<file path="config.mk">
export PLATFORM = sky130hd
export DESIGN_NAME = count_rate_gen
export DESIGN_NICKNAME = d
export VERILOG_FILES = /design/src/rtl/count_rate_pkg.sv /design/src/rtl/count_limit_lut.sv /design/src/rtl/count_rate_gen.sv
export SDC_FILE = /design/constraint.sdc
export NUM_CORES = 1
export LEC_CHECK = 0
export BUFFER_PORTS_ARGS = -buffer_cell sky130_fd_sc_hd__buf_2
export CORE_ASPECT_RATIO = 0.9
export CORE_UTILIZATION = 44
export DETAILED_ROUTE_END_ITERATION = 16
export PLACE_DENSITY = 0.73
export REMOVE_ABC_BUFFERS = 1
export SYNTH_ARGS = -nofsm -noshare
export SYNTH_HDL_FRONTEND = slang
export SYNTH_SLANG_ARGS = --single-unit
export TNS_END_PERCENT = 20
</file>
<file path="constraint.sdc">
create_clock -name clock -period 5.7 [get_ports clock]
set_input_delay 0.285 -clock clock [delete_from_list [all_inputs] [get_ports clock]]
set_output_delay 0.285 -clock clock [all_outputs]
set_load 0.01 [all_outputs]
</file>
<file path="src/rtl/count_rate_pkg.sv">
// Shared encodings and the rate-table helper for count_rate_gen and its limit LUT.
package count_rate_pkg;

  typedef enum logic [1:0] {
    IDLE = 2'd0,
    RUN  = 2'd1,
    DONE = 2'd2
  } state_t;

  typedef enum logic {
    MODE_PERIODIC = 1'b0,
    MODE_ONESHOT  = 1'b1
  } mode_t;

  // Entry k is 2**(nb_counter-base_shift-k)-1. This is built in 64 bits, and the caller truncates it to the counter width.
  function automatic logic [63:0] table_entry(input int unsigned nb_counter,
                                              input int unsigned base_shift,
                                              input int unsigned k);
    return (64'd1 << (nb_counter - base_shift - k)) - 64'd1;
  endfunction

endpackage

</file>
<file path="src/rtl/count_limit_lut.sv">
// Combinational rate-select table: maps a select index onto its power-of-two-minus-one terminal count.
module count_limit_lut
  import count_rate_pkg::*;
#(
  parameter int unsigned NB_COUNTER = 32,
  parameter int unsigned NB_SEL     = 2,
  parameter int unsigned BASE_SHIFT = 10
) (
  input  logic [NB_SEL-1:0]     sel,
  output logic [NB_COUNTER-1:0] limit
);

  localparam int unsigned ENTRIES = 2 ** NB_SEL;

  logic [NB_COUNTER-1:0] entries [ENTRIES];

  for (genvar k = 0; k < ENTRIES; k++) begin : g_entry
    assign entries[k] = NB_COUNTER'(table_entry(NB_COUNTER, BASE_SHIFT, k));
  end

  assign limit = entries[sel];

endmodule

</file>
<file path="src/rtl/count_rate_gen.sv">
// Programmable rate/tick generator with periodic and one-shot modes.
// Define COUNT_RATE_LOAD_EN to add an externally loadable limit (i_use_limit/i_limit).
module count_rate_gen
  import count_rate_pkg::*;
#(
  parameter int unsigned NB_COUNTER = 32,
  parameter int unsigned NB_SEL     = 2,
  parameter int unsigned BASE_SHIFT = 10,
  parameter int unsigned NB_TICKS   = 8
) (
  input  logic                  clock,
  input  logic                  i_reset,
  input  logic                  i_enable,
  input  logic [NB_SEL-1:0]     i_sel,
  input  logic                  i_mode,
  input  logic                  i_start,
  input  logic                  i_clear,
  output logic                  o_valid,
  output logic                  o_busy,
  output logic                  o_done,
  output logic [NB_TICKS-1:0]   o_ticks
`ifdef COUNT_RATE_LOAD_EN
  ,
  input  logic                  i_use_limit,
  input  logic [NB_COUNTER-1:0] i_limit
`endif
);

  state_t                state, state_next;
  mode_t                 mode, mode_next;
  logic [NB_COUNTER-1:0] count, count_next;
  logic [NB_COUNTER-1:0] limit, limit_next;
  logic [NB_COUNTER-1:0] table_limit;
  logic [NB_COUNTER-1:0] limit_sel;
  logic [NB_TICKS-1:0]   ticks, ticks_next;
  logic                  valid, valid_next;
  logic                  busy, busy_next;
  logic                  done, done_next;

  count_limit_lut #(
    .NB_COUNTER(NB_COUNTER),
    .NB_SEL    (NB_SEL),
    .BASE_SHIFT(BASE_SHIFT)
  ) u_lut (
    .sel  (i_sel),
    .limit(table_limit)
  );

`ifdef COUNT_RATE_LOAD_EN
  assign limit_sel = i_use_limit ? i_limit : table_limit;
`else
  assign limit_sel = table_limit;
`endif

  always_ff @(posedge clock or negedge i_reset) begin
    if (!i_reset) begin
      state <= IDLE;
      mode  <= MODE_PERIODIC;
      count <= '0;
      limit <= '0;
      ticks <= '0;
      valid <= 1'b0;
      busy  <= 1'b0;
      done  <= 1'b0;
    end else begin
      state <= state_next;
      mode  <= mode_next;
      count <= count_next;
      limit <= limit_next;
      ticks <= ticks_next;
      valid <= valid_next;
      busy  <= busy_next;
      done  <= done_next;
    end
  end

  // The limit changes only while the counter is zero, so an equality compare is enough to detect the terminal count.
  always_comb begin
    state_next = state;
    mode_next  = mode;
    count_next = count;
    limit_next = limit;
    ticks_next = ticks;
    valid_next = 1'b0;
    done_next  = done;

    if (i_clear) begin
      state_next = IDLE;
      count_next = '0;
      ticks_next = '0;
      done_next  = 1'b0;
    end else begin
      unique case (state)
        IDLE, DONE: begin
          if (i_start) begin
            state_next = RUN;
            count_next = '0;
            limit_next = limit_sel;
            mode_next  = mode_t'(i_mode);
            done_next  = 1'b0;
          end
        end
        RUN: begin
          if (i_enable) begin
            if (count == limit) begin
              count_next = '0;
              valid_next = 1'b1;
              ticks_next = ticks + NB_TICKS'(1);
              if (mode == MODE_ONESHOT) begin
                state_next = DONE;
                done_next  = 1'b1;
              end else begin
                limit_next = limit_sel;
              end
            end else begin
              count_next = count + NB_COUNTER'(1);
            end
          end
        end
        default: begin
          state_next = IDLE;
          count_next = '0;
        end
      endcase
    end

    busy_next = (state_next == RUN);
  end

  assign o_valid = valid;
  assign o_busy  = busy;
  assign o_done  = done;
  assign o_ticks = ticks;

endmodule

</file>
After elaboration in Yosys (flattened, before gate mapping)
Cells that the tools add are included.

Flip-flop bits (word level): 78. Bits of input ports: 8. Output and inout port bits: 11. Word-level logic and storage cells: 70.

$add $sub $neg: 2. $lt $le $gt $ge: 1. Equality and inequality tests: 12. Muxes and demuxes: 33. Bitwise gates (word level): 2. Reduce and logical (&&, ||, !) cells: 12.

Operators by type and width (count): 32-bit two-way mux (10); 32-bit one-hot mux with 2 select lines (2); 32-bit binary-select mux with 2-bit select (1); 32-bit by 1-bit adder with 32-bit output, second input constant (1); 32-bit == test (1); 8-bit two-way mux (4); 3-bit inequality test, second input constant (4); 2-bit two-way mux (5); 1-bit two-way mux (9); 8-bit by 1-bit adder with 8-bit output, second input constant (1); 2-bit inequality test, second input constant (4); 2-bit nonzero test (4); 3-bit AND reduction (2); 6-bit AND reduction (1); 5-bit AND reduction (1); 2-bit by 1-bit == test with 1-bit output, second input constant (2); 2-bit one-hot mux with 2 select lines (1); 3-bit greater-or-equal comparator, second input constant (1); 2-bit inverter with 3-bit output (1); 3-bit nonzero test (1); 2-bit == test, second input constant (1); 2-bit logical NOT (1); 1-bit one-hot mux with 2 select lines (1); 2-bit AND reduction (1); other kinds (2) (2).

Depth between registers and ports, before layout
Depth in word-level cells: 8. Gate-level depth with buffers: 9. Mapped depth without buffers: 6.

By module
From an unflattened synthesis, not the netlist that was laid out.

Cells, all modules: 385. Area total of the unflattened synthesis: 4220.3 um^2.

By module, submodules not included: count_rate_gen (instances 1, cells an instance 351, area each 3983.8 um^2, seq. area each 1951.9 um^2); count_limit_lut (instances 1, cells an instance 34, area each 236.5 um^2, seq. area each 0.0 um^2).

Least setup slack after synthesis
Ideal clock, no wire load.

Path kind: register to register. Start: register count[23]. End: register limit[19]. Setup time: 125 ps. Data arrival time: 1895 ps. Data required time: 5575 ps. Path slack: 3680 ps. Stages on the path, launching flop included: 8. Buffers on the path: 1. Clock period less this slack: 2020 ps. Cells stage by stage: dfrtp_1 > nor4_1 > nand3_1 > nor4_2 > buf_4 > nand3_1 > a21oi_2 > mux2_2.

Cells in the longest elaborated chain, start to end: 3.

Ends and longest elaborated chain: from (decl) (RTL line count_rate_gen.sv:31) `logic [NB_COUNTER-1:0] count, count_next;`; from (signal assigned) (RTL line count_rate_gen.sv:68) `count <= count_next;`; 32-bit == test (RTL line count_rate_gen.sv:105) `if (count == limit) begin`; 2-bit inequality test (no line); 6-bit AND reduction (no line); to (signal assigned) (RTL line count_rate_gen.sv:69) `limit <= limit_next;`; to (decl) (RTL line count_rate_gen.sv:32) `logic [NB_COUNTER-1:0] limit, limit_next;`.

Every way passes these cells. A chain may end at the register's enable or synchronous reset.

Final worst setup path
Start: register count[26]. End: register count[23].

Cells in the longest elaborated chain, start to end: 5.

Ends and longest elaborated chain: 32-bit == test (RTL line count_rate_gen.sv:105); 32-bit two-way mux (RTL line count_rate_gen.sv:105); 32-bit two-way mux (RTL line count_rate_gen.sv:104) `if (i_enable) begin`; 32-bit one-hot mux with 2 select lines (RTL line count_rate_gen.sv:93) `unique case (state)`; 32-bit two-way mux (RTL line count_rate_gen.sv:87) `if (i_clear) begin`.

Every way passes these cells. The select of a mux whose other input is x is not followed.

==> metrics <==
vias in the first global route 1,995; yosys warns 0; fin crit share 0.5312; Crit Path Max Fanout 17; cts repair resizes 0; mean number of vias per cell 5.739; Die Ht 76.28 µm; Hold Path Depth 3; routed len/inst 14.37 µm; Setup crit start kind flop; Clk Latency, worst-skew pair 0.31 ns; FMAX 330.3 MHz; wirelength, routed 5.402 mm; drt drc 0; maximum buffer depth of the clock tree 2; TritonRoute pass-1 iters 4; final hold viol count 0; ys async rst share 1.000; hold_buf cts 0; sequential share of the synthesized area 0.4638; Fillers 565; R2R depth 6; Tmin final 3.028 ns; number of maximum-capacitance violations 0; number of distinct library cells after synthesis 47; routability congestion estimate 0.8508; total CTS buffers 5; CP Data Required Time 5.88 ns; area fraction of the dominant cell type after synthesis 0.4638; hold_sp i_mode; reg2reg setup slack 2.67 ns; Crit. End Element flop; first-pass GRT wire length 9.625 mm; IO Pins 19; most common cell in the netlist dfrtp_1; Hold Path Sink mode; Synth-to-Final Area Change 9.044%; CP Class flop to flop; Crit Reg-Reg Startpoint count[26]; Reg clk slew, reported paths 0.10 ns; Detailed Place HPWL 3.809 mm; final hold slack 0.1799 ns; Core Box Area 5791 µm²; TritonCTS clock tree done; R2R Path End count[23]; Final setup viols 0; Die Area 6448 µm²; initial core utilization 0.4659; CP arrival 3.20 ns; sequential cell area 1251 µm²; Hold Crit Class primary input to flop; diode count 0; LEAKAGE 1.242 nW; Setup TNS 0 ns; outcome complete, no violations; Slew @ Worst Pin 1.117 ns; gr ovfl total 0; largest net degree at the start of global routing 51; Clock Skews 0.01274 ns; Synth area leader dfrtp_1; Root Buffer clkbuf_8; synth cell count leaders dfrtp_1, nor2_1, nand2_1, nand3_1, xor2_1; Post-Syn Instances 288; site row count 26; PwrDens 222.3 nW/µm²; max_slew headroom 0.2554; via count 2,158; initial antenna violation count 0; RSZ-0062 raised after global routing no; chip width 84.54 µm; IO Port Bufs 18; Setup Fix Bufs, Post-CTS 0; Starting DRT DRC Count 110; post-synthesis cell area 2698 µm²; Post-Syn Area per Cell 9.367 µm²; count of pins over their slew limit 0; clk sinks 50; top cells by area, synth dfrtp_1, xor2_1, nor2_1; Antenna Nets Post-Route 0; H-tree depth 2; top_reg_cell synth dfrtp_1; Peak VDD IR 0.1480 mV; Multi-input gate area 1363 µm²; share of layout cells above drive strength 1 0.1405; Nets 315; synthesized flop and latch total 50; overall routing resource usage 0.1867; Post-synth EDFFs 0
registers in the layout, indices dropped and copies added (netlist names):
register	cells
limit	4
mode	1
o_done	1
count	32
o_ticks	8
state	2
o_busy	1
o_valid	1
worst max-delay path: stages, from the launching register on:
cell and delay [ns]:
dfrtp_1 0.42, nor4_1 0.35, nand3_1 0.13, nor4_2 0.82, a21oi_1 0.59, nor2_4 0.49, nor2_1 0.10
logic make-up after synthesis:
group | Yosys count | synth area share
AO/OA/AOI/OAI | 46 | 0.1132
XOR/XNOR | 24 | 0.07792
adder cells (fa/ha/maj) | 2 | 0.009275
buffers and inverters | 19 | 0.03107
flip-flops | 50 | 0.4638
multiplexers | 4 | 0.01577
AND/OR/NAND/NOR | 143 | 0.2890
how the worst max path moves through the flow:
stage	startpoint	to	slack (ns)	cells after the start
2_1_floorplan	count[23]	count[10]	3.22	6
3_3_place_gp	count[26]	count[13]	2.75	6
3_5_place_dp	count[26]	count[21]	2.65	6
4_1_cts	count[26]	count[23]	2.65	6
5_1_grt	count[26]	count[11]	2.36	6
6_report	count[26]	count[23]	2.67	6
per-stage QoR:
step                      area, µm²  std cells  total power, mW  utilization  setup WS, ns
after floorplan                2651        279           0.4067            -         3.217
after global placement         2836        368           0.4287       0.4898         2.753
after detailed placement       2836        368           0.4300       0.4898         2.650
after CTS                      2942        376           0.6586       0.5080         2.649
after global routing           2942        376           0.6823       0.5080         2.359
final                          2942        376           0.6540       0.5080         2.672
layout by cell type, fill, tap and decap left out, drive strengths merged, types with 10 or more instances in the layout:
| cell | instances |
|---|---|
| buf | 19 |
| xor2 | 18 |
| nand2 | 26 |
| dfrtp | 50 |
| nand3 | 20 |
| o21ai | 15 |
| inv | 10 |
| nand4 | 14 |
| nor3 | 10 |
| a21oi | 14 |
| nor2 | 35 |
cell type report:
type,count,area share
Sequential cell,50,0.4254
Timing Repair Buffer,19,0.03318
Tap cell,70,0.02977
Clock buffer,7,0.03275
Inverter,10,0.01276
Multi-Input combinational cell,219,0.4632
Clock inverter,1,0.002977
metal layers:
metal	vias to the layer above	share of wire	global-route usage
met5	-	0	0
li1	1062	-	-
met1	1053	0.53	0.2980
met2	37	0.42	0.2545
met3	6	0.042	0.04117
met4	0	0.0067	0.04407
power by group:
group	switching, mW	internal [mW]
Sequential	0.00692	0.362
Clock	0.120	0.111
Combinational	0.0342	0.0193
Note: power is estimated with default switching activity, not from simulation.
